`config.mk`:
```
export PLATFORM = sky130hd
export DESIGN_NAME = operand_loader
export DESIGN_NICKNAME = d
export VERILOG_FILES = /design/src/rtl/operand_loader_pkg.sv /design/src/rtl/pb_debouncer.sv /design/src/rtl/operand_loader.sv
export SDC_FILE = /design/constraint.sdc
export NUM_CORES = 1
export LEC_CHECK = 0
export ABC_AREA = 1
export ABC_CLOCK_PERIOD_IN_PS = 1100
export CAP_MARGIN = 20
export CORE_ASPECT_RATIO = 2
export CORE_UTILIZATION = 55
export CTS_CLUSTER_SIZE = 24
export DETAILED_ROUTE_END_ITERATION = 12
export DONT_BUFFER_PORTS = 1
export GPL_TIMING_DRIVEN = 0
export MAX_ROUTING_LAYER = met4
export PLACE_DENSITY = 0.73
export SYNTH_ARGS = -nofsm -noshare
export SYNTH_HDL_FRONTEND = slang
export SYNTH_HIERARCHICAL = 1
export SYNTH_SLANG_ARGS = --single-unit
```
`constraint.sdc`:
```
create_clock -name clk -period 1.1 [get_ports clk]
set_clock_uncertainty 0.1 [all_clocks]
set_input_delay 0.22 -clock clk [delete_from_list [all_inputs] [get_ports clk]]
set_output_delay 0.22 -clock clk [all_outputs]
set_load 0.02 [all_outputs]
```
`src/rtl/operand_loader_pkg.sv`:
```
// Shared widths and field indices for the operand loader front end.
package operand_loader_pkg;

  localparam int OP_W   = 7;
  localparam int NIB_W  = 4;
  localparam int HI_W   = OP_W - NIB_W;
  localparam int NUM_PB = 4;

  // One button per operand field; the index doubles as the load_mask bit.
  localparam int FLD_A_LO = 0;
  localparam int FLD_A_HI = 1;
  localparam int FLD_B_LO = 2;
  localparam int FLD_B_HI = 3;

endpackage

```
`src/rtl/pb_debouncer.sv`:
```
// Single pushbutton conditioner: 2-flop synchronizer, hold-time debounce and
// a one-cycle strobe on each accepted press.
module pb_debouncer #(
  parameter int DEBOUNCE_CYCLES = 16
) (
  input  logic clk,
  input  logic rst,
  input  logic raw,
  output logic press_pulse,
  output logic level
);

  localparam int CNT_W = $clog2(DEBOUNCE_CYCLES);
  localparam logic [CNT_W-1:0] CNT_LAST = CNT_W'(DEBOUNCE_CYCLES - 1);

  logic             sync_meta;
  logic             sync;
  logic             stable;
  logic             stable_q;
  logic [CNT_W-1:0] cnt;

  // NOTE: all state here is sequential, so it is written with <= only; mixing
  // blocking assignments into clocked blocks creates simulation/synthesis races.
  always_ff @(posedge clk or posedge rst) begin
    if (rst) begin
      sync_meta <= 1'b0;
      sync      <= 1'b0;
      stable    <= 1'b0;
      stable_q  <= 1'b0;
      cnt       <= '0;
    end else begin
      sync_meta <= raw;
      sync      <= sync_meta;
      stable_q  <= stable;
      if (sync == stable) begin
        cnt <= '0;
      end else if (cnt == CNT_LAST) begin
        stable <= sync;
        cnt    <= '0;
      end else begin
        cnt <= cnt + 1'b1;
      end
    end
  end

  // Rising edge of the accepted level only; releases are silent.
  assign press_pulse = stable & ~stable_q;
  assign level       = stable;

endmodule

```
`src/rtl/operand_loader.sv`:
```
// Loads switch nibbles into the adder's 7-bit operands a and b under control
// of four debounced pushbuttons, and tracks when both operands are complete.
module operand_loader
  import operand_loader_pkg::*;
#(
  parameter int DEBOUNCE_CYCLES = 16
) (
  input  logic              clk,
  input  logic              rst,
  input  logic              pb1,
  input  logic              pb2,
  input  logic              pb3,
  input  logic              pb4,
  input  logic [NIB_W-1:0]  y,
  input  logic              clr,
  output logic [OP_W-1:0]   a,
  output logic [OP_W-1:0]   b,
  output logic [NUM_PB-1:0] load_mask,
  output logic              operands_valid,
  output logic              upd
);

  logic [NUM_PB-1:0] pb_raw;
  logic [NUM_PB-1:0] strobe;
  logic [NUM_PB-1:0] unused_level;
  logic [NIB_W-1:0]  y_meta;
  logic [NIB_W-1:0]  y_s;
  logic [NUM_PB-1:0] mask_next;

  assign pb_raw = {pb4, pb3, pb2, pb1};

  for (genvar i = 0; i < NUM_PB; i++) begin : g_pb
    pb_debouncer #(
      .DEBOUNCE_CYCLES(DEBOUNCE_CYCLES)
    ) u_pb (
      .clk        (clk),
      .rst        (rst),
      .raw        (pb_raw[i]),
      .press_pulse(strobe[i]),
      .level      (unused_level[i])
    );
  end

  // clr wipes history first so a coincident strobe still records its field.
  // NOTE: combinational logic gets a full assignment on every path so no
  // latch is inferred.
  always_comb begin
    mask_next = (clr ? '0 : load_mask) | strobe;
  end

  always_ff @(posedge clk or posedge rst) begin
    if (rst) begin
      y_meta         <= '0;
      y_s            <= '0;
      a              <= '0;
      b              <= '0;
      load_mask      <= '0;
      operands_valid <= 1'b0;
      upd            <= 1'b0;
    end else begin
      y_meta <= y;
      y_s    <= y_meta;
      if (strobe[FLD_A_LO]) a[NIB_W-1:0]    <= y_s;
      if (strobe[FLD_A_HI]) a[OP_W-1:NIB_W] <= y_s[HI_W-1:0];
      if (strobe[FLD_B_LO]) b[NIB_W-1:0]    <= y_s;
      if (strobe[FLD_B_HI]) b[OP_W-1:NIB_W] <= y_s[HI_W-1:0];
      load_mask      <= mask_next;
      operands_valid <= &mask_next;
      upd            <= |strobe;
    end
  end

endmodule

```
==> reports/results.ini <==
[floorplanning]
rows = 32
die_h_um = 91.3
top_level_ports = 31
die_w_um = 46.6
core-area_um2 = 3840
start_util_pct = 57.0
die_area_um2 = 4260

[synth]
synth-seq-cells = 60
avgSynthCellArea_um2 = 10.3
synthCells = 212
syn_area_um2 = 2190
synth_nets = 227
synth_warnings = 6
synth.area.top_cells = dfrtp_1 68%, nand2_1 12%, inv_1 3.8%
ys_types = 13
synth_seq_area_share_pct = 68.5
synth_top_cell_by_area = dfrtp_1
yosysTopAreaCellShare_pct = 68.5

[setup_path]
criticalPathCategory = flop to primary output
startpoint = b[5]
end_kind = primary output
startpoint_type = flop
cp.arrival_ns = 0.78
critPathRequiredTime_ns = 0.78
worstReg2RegStart = g_pb[3].u_pb/level
cp_max_fo = 2

[clocking]
cts_tree = built
numCtsBuffers = 9
cts.sinks = 60
htree_levels = 3
clkLatencyLatePin_ns = 0.32
clockBufferDepth = 2
clk_pin_slew_worst_paths_ns = 0.06
clockRootBuffer = clkbuf_8

[detailed_routing]
detail_route.vias_per_cell = 4.88
drtPass1Iterations = 4
drtIter0Drc = 29
wirelength_mm = 4.09
vias = 1503
wire_per_inst_um = 13.3
ant_nets = 0
route.detailed.drc = 0

[place]
gp_congestion = 0.755
hpwl_mm = 2.50
io_buffer_count = 0
pre_cts_slack_ns = -0.146

[layout]
final_util_pct = 76.3
drive_above_1_share_pct = 34.2
layout_commonest_cell = nand2_1
final_cell_mix = 65 x nand2_1, 40 x dfrtp_1, 20 x dfrtp_2
regMostFlops = g_pb.u_pb/cnt
reg_top3 = g_pb.u_pb/cnt: 16 flops, a: 7 flops, b: 7 flops
n_fill_cell = 257
antenna_cells = 0
nets = 267
largest_register_ffs = 16
syn_to_final_growth_pct = 33.8

[outcome]
status = finished with violations
violations = setup timing

[timing]
fin_crit_ns = 1.10
rsz0062_at_grt = yes
hold_viol_final = 0
slew_viol_final = 0
final.period_utilization_pct = 100
timing.fmax_ghz = 0.909
worstMarginPinSlew_ns = 0.388
setup_viol = 2
fin_ws_ns = -0.000463
slew_headroom_pct = 74.1

[worst_hold_path]
min_from = clr
hp-class = input pin to flop

[power]
max-vdd-ir-drop_mv = 1.57
totalPowerFinal_mw = 5.02
leakage_nw = 1.44
cellPowerDensity_nw_per_um2 = 1710

[global_routing]
grt-ovfl-total = 0
grt_max_degree = 29
grt_pass1_vias = 1521
grt_pass1_wl_mm = 6.25
antenna_found_initial = 0
track_usage_pct = 21.8

[run]
max-cap-violations = 0

## tightest hold or removal path, delay by kind of cell
family        cells  cell delay, ns
buf+inv           1            0.05
simple gates      2            0.14
## path summary, 6_finish.rpt
kind	slack, ns	depth (start not counted)	to
max	-0.0005	0	b[5]
min in group asynchronous	0.18	2	g_pb[0].u_pb/cnt[1]
max in group asynchronous	0.26	3	b[2]
min	0.02	3	load_mask[2]
min reg2reg	0.25	0	g_pb[0].u_pb/sync
max reg2reg	0.02	4	g_pb[3].u_pb/cnt[2]
## through the flow
| stage | hold WS (ns) | cell area [µm²] | TNS (ns) | instances |
|---|---|---|---|---|
| floorplan | -0.0643 | 2190 | 0 | 212 |
| global placement | -0.0297 | 2260 | -2.72 | 263 |
| detailed placement | -0.0297 | 2260 | -3.11 | 263 |
| CTS | -0.0511 | 2740 | -0.179 | 295 |
| global route | 0.0413 | 2930 | -0.699 | 308 |
| finish | 0.0164 | 2930 | -0.000588 | 308 |
## layout make-up
cell class	count	area, µm²	share of cell area (%)
sequential	60	1530	52.0
multi-input combinational	126	723	24.6
timing repair buffer	29	270	9.21
clock buffer	12	155	5.29
inverter	26	100	3.41
clock inverter	4	95.1	3.24
tap	51	63.8	2.17
## synth_stat cells
library cell / number
nand3_1: 12
nor2_1: 20
nand2_2: 6
xnor2_1: 4
o21ai_1: 4
nor2_2: 1
ha_1: 4
inv_1: 22
nand2_4: 2
inv_2: 4
nand4_1: 5
nand2_1: 68
dfrtp_1: 60
## logic make-up after synthesis
group                    synth area share [%]
buffers and inverters                    4.45
AND/OR/NAND/NOR                          22.3
adder cells (fa/ha/maj)                  2.28
AO/OA/AOI/OAI                           0.913
flip-flops                               68.5
XOR/XNOR                                 1.60
## repair_timing
| item | 4_1_cts | 5_1_grt |
|---|---|---|
| hold buffers | 12 | 1 |
| endpoints found under the setup margin | 44 | 40 |
| pin swaps | 0 | 17 |
| buffers inserted | 4 | 11 |
| resized for setup | 32 | 21 |
| endpoints found under the hold margin | 68 | 28 |
## routing by layer
metal,track usage [%],wire length [µm],part of all wire [%]
met1,22.0,1470,36
met2,35.6,2410,59
met3,7.16,143,3.5
met4,10.7,69,1.7
met5,-,0,0
## power by group
part | internal, mW | switching, mW
clock network | 1.63 | 0.796
registers | 2.28 | 0.0699
logic | 0.122 | 0.126
Power figures use the tool's default switching activity.
